[config.mk]
export PLATFORM = sky130hd
export DESIGN_NAME = nios_ii_system_bcd_capture
export DESIGN_NICKNAME = d
export VERILOG_FILES = /design/src/rtl/nios_ii_system_bcd_capture.sv
export SDC_FILE = /design/constraint.sdc
export NUM_CORES = 1
export LEC_CHECK = 0
export BUFFER_PORTS_ARGS = -buffer_cell sky130_fd_sc_hd__buf_2
export CAP_MARGIN = 0
export CORE_UTILIZATION = 50
export DETAILED_ROUTE_END_ITERATION = 8
export GPL_TIMING_DRIVEN = 0
export PLACE_DENSITY = 0.74
export SYNTH_ARGS = -nofsm -noshare
export SYNTH_HDL_FRONTEND = slang
export SYNTH_SLANG_ARGS = --single-unit
[constraint.sdc]
create_clock -name clk -period 2.72 [get_ports clk]
set_input_delay 0.272 -clock clk [delete_from_list [all_inputs] [get_ports clk]]
set_output_delay 0.272 -clock clk [all_outputs]
set_load 0.05 [all_outputs]
[src/rtl/nios_ii_system_bcd_capture.sv]
// nios_ii_system_bcd_capture
//   Avalon-MM slave for a 3-digit BCD thumbwheel input. The raw port is
//   synchronised and debounced, and each newly accepted stable value is
//   converted to binary by a small multiply-accumulate FSM. A change flag
//   with a maskable interrupt is raised when a conversion completes.
//
// Ports:
//   clk         system clock
//   reset_n     asynchronous active-low reset
//   address     register select (0 DATA, 1 MASK, 2 STATUS, 3 DEBOUNCE)
//   chipselect  slave select
//   write_n     active-low write strobe, qualified by chipselect
//   writedata   write data
//   readdata    registered read data, one cycle latency, updated every clock
//   in_port     raw BCD input {hundreds, tens, ones}
//   irq         registered change_flag & irq_mask
module nios_ii_system_bcd_capture #(
  parameter logic [15:0] DEBOUNCE_DEFAULT = 16'd50000
) (
  input  logic        clk,
  input  logic        reset_n,
  input  logic [1:0]  address,
  input  logic        chipselect,
  input  logic        write_n,
  input  logic [31:0] writedata,
  output logic [31:0] readdata,
  input  logic [11:0] in_port,
  output logic        irq
);

  typedef enum logic [2:0] {
    IDLE   = 3'd0,
    D2     = 3'd1,
    D1     = 3'd2,
    D0     = 3'd3,
    COMMIT = 3'd4
  } state_t;

  state_t      state;
  state_t      state_next;

  logic [11:0] sync_q1;
  logic [11:0] sync;
  logic [11:0] candidate;
  logic [15:0] counter;
  logic [15:0] reload;
  logic [11:0] stable;
  logic [9:0]  acc;
  logic [9:0]  binary;
  logic        digit_err;
  logic        change_flag;
  logic        irq_mask;

  logic        wr_en;
  logic        accept;
  logic        digit_bad;
  logic        busy;
  logic [3:0]  mac_digit;
  logic [9:0]  acc_x10;
  logic [9:0]  mac_sum;
  logic        unused_wdata;

  assign wr_en = chipselect & ~write_n;
  assign busy  = (state != IDLE);

  // Upper write bits have no register behind them.
  assign unused_wdata = ^writedata[31:16];

  // A settled candidate is only taken while the converter is idle; if the
  // converter is busy the candidate keeps its zero count and is taken later.
  assign accept = (sync == candidate) && (counter == '0) &&
                  (candidate != stable) && (state == IDLE);

  assign digit_bad = (stable[11:8] > 4'd9) || (stable[7:4] > 4'd9) ||
                     (stable[3:0] > 4'd9);

  // acc*10 as shift-and-add, truncated to the accumulator width.
  assign acc_x10   = {acc[6:0], 3'b000} + {acc[8:0], 1'b0};
  assign mac_digit = (state == D1) ? stable[7:4] : stable[3:0];
  assign mac_sum   = acc_x10 + {6'd0, mac_digit};

  // Input synchroniser.
  always_ff @(posedge clk or negedge reset_n) begin
    if (!reset_n) begin
      sync_q1 <= '0;
      sync    <= '0;
    end else begin
      sync_q1 <= in_port;
      sync    <= sync_q1;
    end
  end

  // Debouncer: any change of the synchronised value restarts the count.
  always_ff @(posedge clk or negedge reset_n) begin
    if (!reset_n) begin
      candidate <= '0;
      counter   <= '0;
      stable    <= '0;
    end else if (sync != candidate) begin
      candidate <= sync;
      counter   <= reload;
    end else if (counter != '0) begin
      counter <= counter - 16'd1;
    end else if (accept) begin
      stable <= candidate;
    end
  end

  // Conversion FSM state register.
  always_ff @(posedge clk or negedge reset_n) begin
    if (!reset_n) begin
      state <= IDLE;
    end else begin
      state <= state_next;
    end
  end

  always_comb begin
    state_next = state;
    case (state)
      IDLE:    if (accept) state_next = D2;
      D2:      state_next = D1;
      D1:      state_next = D0;
      D0:      state_next = COMMIT;
      COMMIT:  state_next = IDLE;
      default: state_next = IDLE;
    endcase
  end

  // Accumulator datapath.
  always_ff @(posedge clk or negedge reset_n) begin
    if (!reset_n) begin
      acc <= '0;
    end else begin
      case (state)
        IDLE:    if (accept) acc <= '0;
        D2:      acc <= {6'd0, stable[11:8]};
        D1:      acc <= mac_sum;
        D0:      acc <= mac_sum;
        default: acc <= acc;
      endcase
    end
  end

  // Result registers; error digits discard the accumulated value.
  always_ff @(posedge clk or negedge reset_n) begin
    if (!reset_n) begin
      binary    <= '0;
      digit_err <= 1'b0;
    end else if (state == COMMIT) begin
      binary    <= digit_bad ? '0 : acc;
      digit_err <= digit_bad;
    end
  end

  // Change flag: a completing conversion beats a same-cycle clear.
  always_ff @(posedge clk or negedge reset_n) begin
    if (!reset_n) begin
      change_flag <= 1'b0;
    end else if (state == COMMIT) begin
      change_flag <= 1'b1;
    end else if (wr_en && (address == 2'd2) && writedata[0]) begin
      change_flag <= 1'b0;
    end
  end

  // Software-writable control registers.
  always_ff @(posedge clk or negedge reset_n) begin
    if (!reset_n) begin
      irq_mask <= 1'b0;
      reload   <= DEBOUNCE_DEFAULT;
    end else if (wr_en) begin
      if (address == 2'd1) irq_mask <= writedata[0];
      if (address == 2'd3) reload   <= writedata[15:0];
    end
  end

  // Read mux, registered every clock regardless of chipselect.
  always_ff @(posedge clk or negedge reset_n) begin
    if (!reset_n) begin
      readdata <= '0;
    end else begin
      case (address)
        2'd0:    readdata <= {digit_err, 5'd0, binary, 4'd0, stable};
        2'd1:    readdata <= {31'd0, irq_mask};
        2'd2:    readdata <= {30'd0, busy, change_flag};
        default: readdata <= {16'd0, reload};
      endcase
    end
  end

  always_ff @(posedge clk or negedge reset_n) begin
    if (!reset_n) begin
      irq <= 1'b0;
    end else begin
      irq <= change_flag & irq_mask;
    end
  end

endmodule
==> results of run 1 <==
-- layout by cell type, fill, tap and decap left out, types with 4 or more instances in the layout --
cell type,netlist,final
ha_1,15,10
inv_1,10,7
a22o_1,21,21
buf_6,2,6
and2_1,15,15
a21o_1,4,4
nor3_1,9,9
o221ai_1,4,4
and3_1,4,4
xnor2_1,18,18
a22oi_1,5,5
clkbuf_16,0,18
buf_4,5,24
nor2b_1,4,4
xor2_1,19,19
clkinv_4,0,4
nand2_1,38,38
mux2_2,22,21
nand3_1,6,6
nor2_1,14,13
clkinv_2,0,4
dfrtp_1,128,128
ha_4,0,4
mux2_4,10,11
a21oi_1,9,7
dlygate4sd3_1,0,13
dfstp_2,6,6
clkbuf_1,26,24
conb_1,1,5
buf_2,2,61
nor4_1,5,5
o21ai_1,0,5
o21ai_0,29,23
-- state kept, by name, summed over array words and instances (netlist names), 10 cells and up --
signal / count
candidate: 12
sync: 12
sync_q1: 12
stable: 12
reload: 16
acc: 10
counter: 16
readdata: 27
binary: 10
-- cell type report --
class / count / area, sq um / area share (%)
clock inverters: 15 / 177.7 / 2.384
multi-input cells: 301 / 2427 / 32.57
repair buffers: 96 / 654.4 / 8.781
clock buffers: 17 / 425.4 / 5.709
inverters: 10 / 37.54 / 0.5037
flip-flops and latches: 134 / 3361 / 45.10
well taps: 143 / 178.9 / 2.401
plain buffers: 36 / 190.2 / 2.552
-- how the worst min path moves through the flow --
stage	from	to	slack [ps]	cells after the start
2_1_floorplan	reset_n	acc[0]	-20	0
3_3_place_gp	sync_q1[8]	sync[8]	330	0
3_5_place_dp	reset_n	readdata[13]	280	1
4_1_cts	writedata[1]	reload[1]	70	2
5_1_grt	writedata[12]	reload[12]	70	2
6_report	writedata[12]	reload[12]	80	2
-- power by group --
group	leakage (nW)	switching [mW]	internal, mW
registers	1.70	0.181	2.22
logic	1.55	0.573	0.453
clock network	0.293	0.860	1.44
total	3.54	1.61	4.11
-- routing by layer --
metal	up-vias	track usage (%)	part of all wire (%)
li1	1909	-	-
met1	1999	26.11	42
met2	101	35.14	51
met3	23	6.996	4.6
met4	0	9.023	2.4
met5	-	0	0
-- synthesized netlist by cell type, types with 2 or more instances --
cell | number | area share, %
clkbuf_1 | 26 | 1.7
and2_1 | 15 | 1.6
xnor2_1 | 18 | 2.7
mux2_1 | 2 | 0.38
o311ai_0 | 2 | 0.30
mux2_4 | 10 | 2.6
nand3_1 | 6 | 0.51
and3_1 | 4 | 0.43
o211ai_1 | 2 | 0.26
nor2_1 | 14 | 0.89
a22oi_1 | 5 | 0.64
a22o_1 | 21 | 3.1
nand3b_1 | 2 | 0.26
or4_1 | 2 | 0.26
mux2_2 | 22 | 4.2
and4b_1 | 2 | 0.34
a21o_1 | 4 | 0.51
inv_1 | 10 | 0.64
ha_1 | 15 | 3.2
nor3b_1 | 2 | 0.26
fa_1 | 2 | 0.68
nor4_1 | 5 | 0.53
nor2b_1 | 4 | 0.43
o221ai_1 | 4 | 0.60
a21oi_1 | 9 | 0.77
xor2_1 | 19 | 2.8
nor3_1 | 9 | 0.77
buf_6 | 2 | 0.38
o21ai_0 | 29 | 2.5
buf_4 | 5 | 0.64
dfrtp_1 | 128 | 55
a32oi_1 | 2 | 0.30
mux2i_1 | 3 | 0.51
buf_2 | 2 | 0.17
dfstp_2 | 6 | 2.7
o31a_1 | 2 | 0.30
a211oi_1 | 2 | 0.26
nand2_1 | 38 | 2.4
nand4_1 | 3 | 0.32
-- worst register-to-register path, delay by kind of cell, from the launching register on --
family / cells / cell delay [ps]
fa+ha+maj: 3 / 820
compound gates: 5 / 720
buf+inv: 1 / 110
mux: 1 / 300
flops: 1 / 430
simple gates: 2 / 330
-- through the flow --
stage / hold WS [ps] / power (mW) / TNS, ps / setup WS, ps
2_1_floorplan: -23.59 / 3.036 / -0.8233 / -0.8233
3_3_place_gp: 331.6 / 3.246 / -30800 / -247.7
3_5_place_dp: 282.5 / 3.296 / -612.0 / -254.2
4_1_cts: 71.23 / 5.677 / -222.7 / -102.8
5_1_grt: 67.55 / 6.002 / -1030 / -245.5
6_report: 82.54 / 5.725 / -283.5 / -111.1
-- cell families after synthesis --
family,Yosys count,synth area share [%]
other cells,1,0.06385
fa+ha+maj,17,3.877
compound gates,87,10.25
xor+xnor,37,5.518
mux,38,8.053
flops,134,57.22
buf+inv,47,3.813
simple gates,117,11.21
-- timing repair --
action | 4_1_cts | 5_1_grt
hold endpoints to repair | 72 | 0
resized for setup | 8 | 14
setup endpoints to repair | 4 | 17
hold buffers | 13 | 0
pin swaps | 11 | 14
buffers inserted | 8 | 13
cloned | 0 | 1
==> key figures, run 1 <==
Final layout
  – Layout fillers: 839
  – Core Util, Final: 65.26%
  – Layout Cells excl Fill: 752
  – Area growth syn-to-layout: 26.89%
  – Post-Layout Inst Area: 7452 sq um
  – Final Net Count: 663
  – # diodes: 0
  – Layout cells sized above 1: 30.87%

Synth
  – Post-Syn Area: 5873 sq um
  – YS warnings: 0
  – Number of enable-type register cells in the synthesized netlist: 0
  – Mapped Cells: 478
  – Post-synth top flop: dfrtp_1
  – Sequential area share after synthesis: 57.22%
  – Seq cells post-synth: 134
  – Synth cell types: 59
  – Async S/R FF share, synth: 100.0%
  – Syn Area/Cell: 12.29 sq um

Drt
  – Drt pass-1 iters: 5
  – Final WL: 12070 um
  – WL/cell: 16.05 um
  – Via density: 5.362
  – Final routed DRC violation total: 0
  – Antenna viol nets, final: 0
  – Vias: 4032
  – Drt first-iter violations: 260

Clocking
  – Clk root buf: clkbuf_16
  – Clk sinks: 134
  – CTS buffer count: 17
  – Clock Latency Late Sink: 420 ps
  – Max clock buf depth: 2
  – CTS tree: built
  – CTS clock-pin slew for the worst setup and hold paths: 60 ps
  – Htree depth: 4

Placement
  – Placed insts: 686
  – Placed cell area: 6479 sq um
  – Post-DP HPWL: 8060 um
  – IO buf count: 60
  – Gpl congestion: 0.8172

STA
  – Clock skew: 6.457 ps
  – Tcrit/Tclk final: 104.1%
  – Slew headroom: 62.11%
  – Max Freq: 353.2 MHz
  – Tmin final: 2831 ps
  – Setup violators final: 4
  – RSZ-0062 raised after global routing: yes
  – Fin. max-slew vios: 0
  – Final Worst Setup Slack: -111.1 ps
  – Fin. Hold Viols: 0
  – Worst-Margin Slew: 568.4 ps

Die
  – Area of the core: 11420 sq um
  – Die X: 110.4 um
  – Die area: 12180 sq um
  – # rows: 39
  – I/O pins: 83
  – Die H: 110.4 um
  – Initial core utilization: 51.44%

Worst setup path
  – CP top delay family: adder cells
  – Crit path max fanout: 3
  – Crit path buffers/inverters: 1
  – Crit. Startpoint: state[2]
  – Worst Setup EP: acc[8]
  – Crit path depth: 12
  – Worst-path cell chain: nand2b_4 > nor2_4 > buf_6 > mux2_4 > ha_4 > ha_4 > fa_2 > a21oi_4 > o21ai_4 > a21o_1 > a32oi_1 > o21ai_1
  – Startpoint types: flip-flop
  – WS Path Type: flip-flop to flip-flop
  – Worst R2R Path Depth: 12
  – WP data required: 3020 ps
  – RR Endpoint: acc[8]
  – Critical Path Sink Type: flip-flop
  – Slowest CP cell: dfrtp_1
  – Reg-to-Reg Start: state[2]
  – Crit-path most repeated cell: ha_4
  – Largest stage delay, worst path: 430 ps
  – WP data arrival: 3130 ps
  – R2r setup slk: -110 ps

Worst hold path
  – Worst hold-check path type: input pin to flip-flop

Power
  – Power Density: 768.3 nW/um^2
  – Leak: 3.538 nW
  – Max rail drop VDD: 0.6126 mV

GRT
  – Gr ovfl total: 0
  – First-pass GRT wire length: 19310 um
  – Largest net degree at the start of global routing: 75
  – Initial antenna violation count: 0
  – Tot GR Track Use: 21.49%
  – Vias in the first global route: 4038

Run
  – Max Cap Violations: 0

Outcome
  – Failing checks: negative setup slack
  – Status: finished, violations left
Note: power is estimated with default switching activity, not from simulation.
==> inputs of run 2 (changes only) <==
--- a/config.mk
+++ b/config.mk
@@ -11,6 +11,7 @@
 export DETAILED_ROUTE_END_ITERATION = 8
 export GPL_TIMING_DRIVEN = 0
 export PLACE_DENSITY = 0.74
+export RECOVER_POWER = 25
 export SYNTH_ARGS = -nofsm -noshare
 export SYNTH_HDL_FRONTEND = slang
 export SYNTH_SLANG_ARGS = --single-unit
==> run 2 against run 1 <==
- the run still ends with negative setup slack left
- sequential share of layout area barely moved
- setup slack improved by 0.71 ps
- flip-flop and latch count did not move
- sequential power barely moved
- global-route usage did not move
- critical path depth did not move
- combinational power barely moved
- non-clock buffer count did not move
- critical path type unchanged
- critical endpoint unchanged
==> key figures, run 2 (same netlist as run 1, synthesis figures left out) <==
Die
  – Initial core utilization: 51.44%
  – Die area: 12180 sq um
  – I/O pins: 83
  – Area of the core: 11420 sq um
  – # rows: 39
  – Die H: 110.4 um
  – Die X: 110.4 um

STA
  – Max Freq: 353.3 MHz
  – Worst-Margin Slew: 1465 ps
  – Final Worst Setup Slack: -110.4 ps
  – Slew headroom: 2.340%
  – RSZ-0062 raised after global routing: yes
  – Clock skew: 6.216 ps
  – Fin. max-slew vios: 0
  – Tcrit/Tclk final: 104.1%
  – Setup violators final: 4
  – Fin Setup TNS: -278.9 ps
  – Tmin final: 2830 ps
  – Fin. Hold Viols: 0
  – Hold WS: 82.75 ps

GRT
  – Vias in the first global route: 4038
  – First-pass GRT wire length: 19310 um
  – Initial antenna violation count: 0
  – Largest net degree at the start of global routing: 75
  – Tot GR Track Use: 21.49%
  – Gr ovfl total: 0

Worst setup path
  – WS Path Type: flip-flop to flip-flop
  – R2r setup slk: -110 ps
  – Crit path max fanout: 3
  – Worst R2R Path Depth: 12
  – Startpoint types: flip-flop
  – Reg-to-Reg Start: state[2]
  – Critical Path Sink Type: flip-flop
  – WP data arrival: 3130 ps
  – WP data required: 3020 ps
  – RR Endpoint: acc[8]

Drt
  – Via density: 5.355
  – Antenna viol nets, final: 0
  – Drt first-iter violations: 265
  – Vias: 4027
  – Final routed DRC violation total: 0
  – WL/cell: 16.05 um
  – Final WL: 12070 um
  – Drt pass-1 iters: 5

Final layout
  – Largest reg by FF count: readdata
  – Commonest non-fill, non-tap cell in the layout: dfrtp_1
  – Area growth syn-to-layout: 26.78%
  – Layout cells sized above 1: 30.54%
  – Layout Cells excl Fill: 752
  – # diodes: 0
  – Final Net Count: 663
  – Largest registers: readdata: 27 flops, counter: 16 flops, reload: 16 flops
  – Max reg flops: 27
  – Most frequent cells in the layout: dfrtp_1, buf_2, nand2_1

Clocking
  – Clk sinks: 134
  – Htree depth: 4
  – CTS buffer count: 17
  – Max clock buf depth: 2
  – Clock Latency Late Sink: 420 ps
  – Clk root buf: clkbuf_16
  – CTS tree: built
  – CTS clock-pin slew for the worst setup and hold paths: 60 ps

Run
  – Max Cap Violations: 0

Outcome
  – Failing checks: negative setup slack
  – Status: finished, violations left

Placement
  – Dpl ws: -254.2 ps
  – IO buf count: 60
  – Post-DP HPWL: 8060 um
  – Placed insts: 686
  – Gpl congestion: 0.8172

Worst hold path
  – Worst hold-check path type: input pin to flip-flop
  – WHS Endpoint: reload[12]
  – Hold Path Cell Cnt: 2
  – Hold_sp: writedata[12]

Power
  – Power Density: 768.4 nW/um^2
  – Leak: 3.535 nW
  – Power Total: 5.721 mW
  – Max rail drop VDD: 0.6113 mV
## run 2: how the worst max path moves through the flow
stage	slack [ps]	cells after the start	end	start
floorplan	-0.8	12	acc[7]	state[2]
global placement	-250	1	sync_q1[4]	reset_n
detailed placement	-250	12	acc[7]	state[2]
CTS	-100	12	acc[7]	state[2]
global route	-250	12	acc[8]	state[2]
finish	-110	12	acc[8]	state[2]
## run 2: final cells by class
cell class | instances | area (sq um)
buffer | 36 | 190.2
clock buffer | 17 | 425.4
clock inverter | 15 | 177.7
fill | 838 | 3973
inverter | 10 | 37.54
multi-input combinational | 301 | 2427
sequential | 134 | 3361
tap | 143 | 178.9
timing repair buffer | 96 | 648.1
## run 2: what timing repair did
item                                    4_1_cts  5_1_grt
cloned                                        0        1
resized for setup                             8       14
hold endpoints to repair                     72        0
setup buffers                                 8       13
endpoints found under the setup margin        4       17
pin swaps                                    11       14
hold buffers                                 13        0
## run 2: layer usage
| metal | up-vias | GRT usage (%) | wire length (um) |
|---|---|---|---|
| met4 | 0 | 9.023 | 295 |
| li1 | 1910 | - | - |
| met5 | - | 0 | 0 |
| met1 | 1983 | 26.11 | 5046 |
| met3 | 23 | 6.996 | 576 |
| met2 | 111 | 35.14 | 6154 |
## run 2: metrics by stage
step | instance area [sq um] | util [%]
after floorplan | 5966 | -
after global placement | 6445 | 56.44
after detailed placement | 6479 | 56.74
after CTS | 7297 | 63.91
after global routing | 7446 | 65.21
final | 7446 | 65.21
## run 2: worst max-delay path: stages (launching register included)
cell and delay (ps):
dfrtp_1 430, nand2b_4 180, nor2_4 150, buf_6 110, mux2_4 300, ha_4 250
ha_4 160, fa_2 410, a21oi_4 180, o21ai_4 90, a21o_1 170, a32oi_1 190
o21ai_1 90
## run 2: power by group
group / switching [mW] / internal, mW / total, mW
Clock: 0.859 / 1.44 / 2.30
Sequential: 0.181 / 2.21 / 2.40
Combinational: 0.574 / 0.452 / 1.03
Total: 1.61 / 4.11 / 5.72
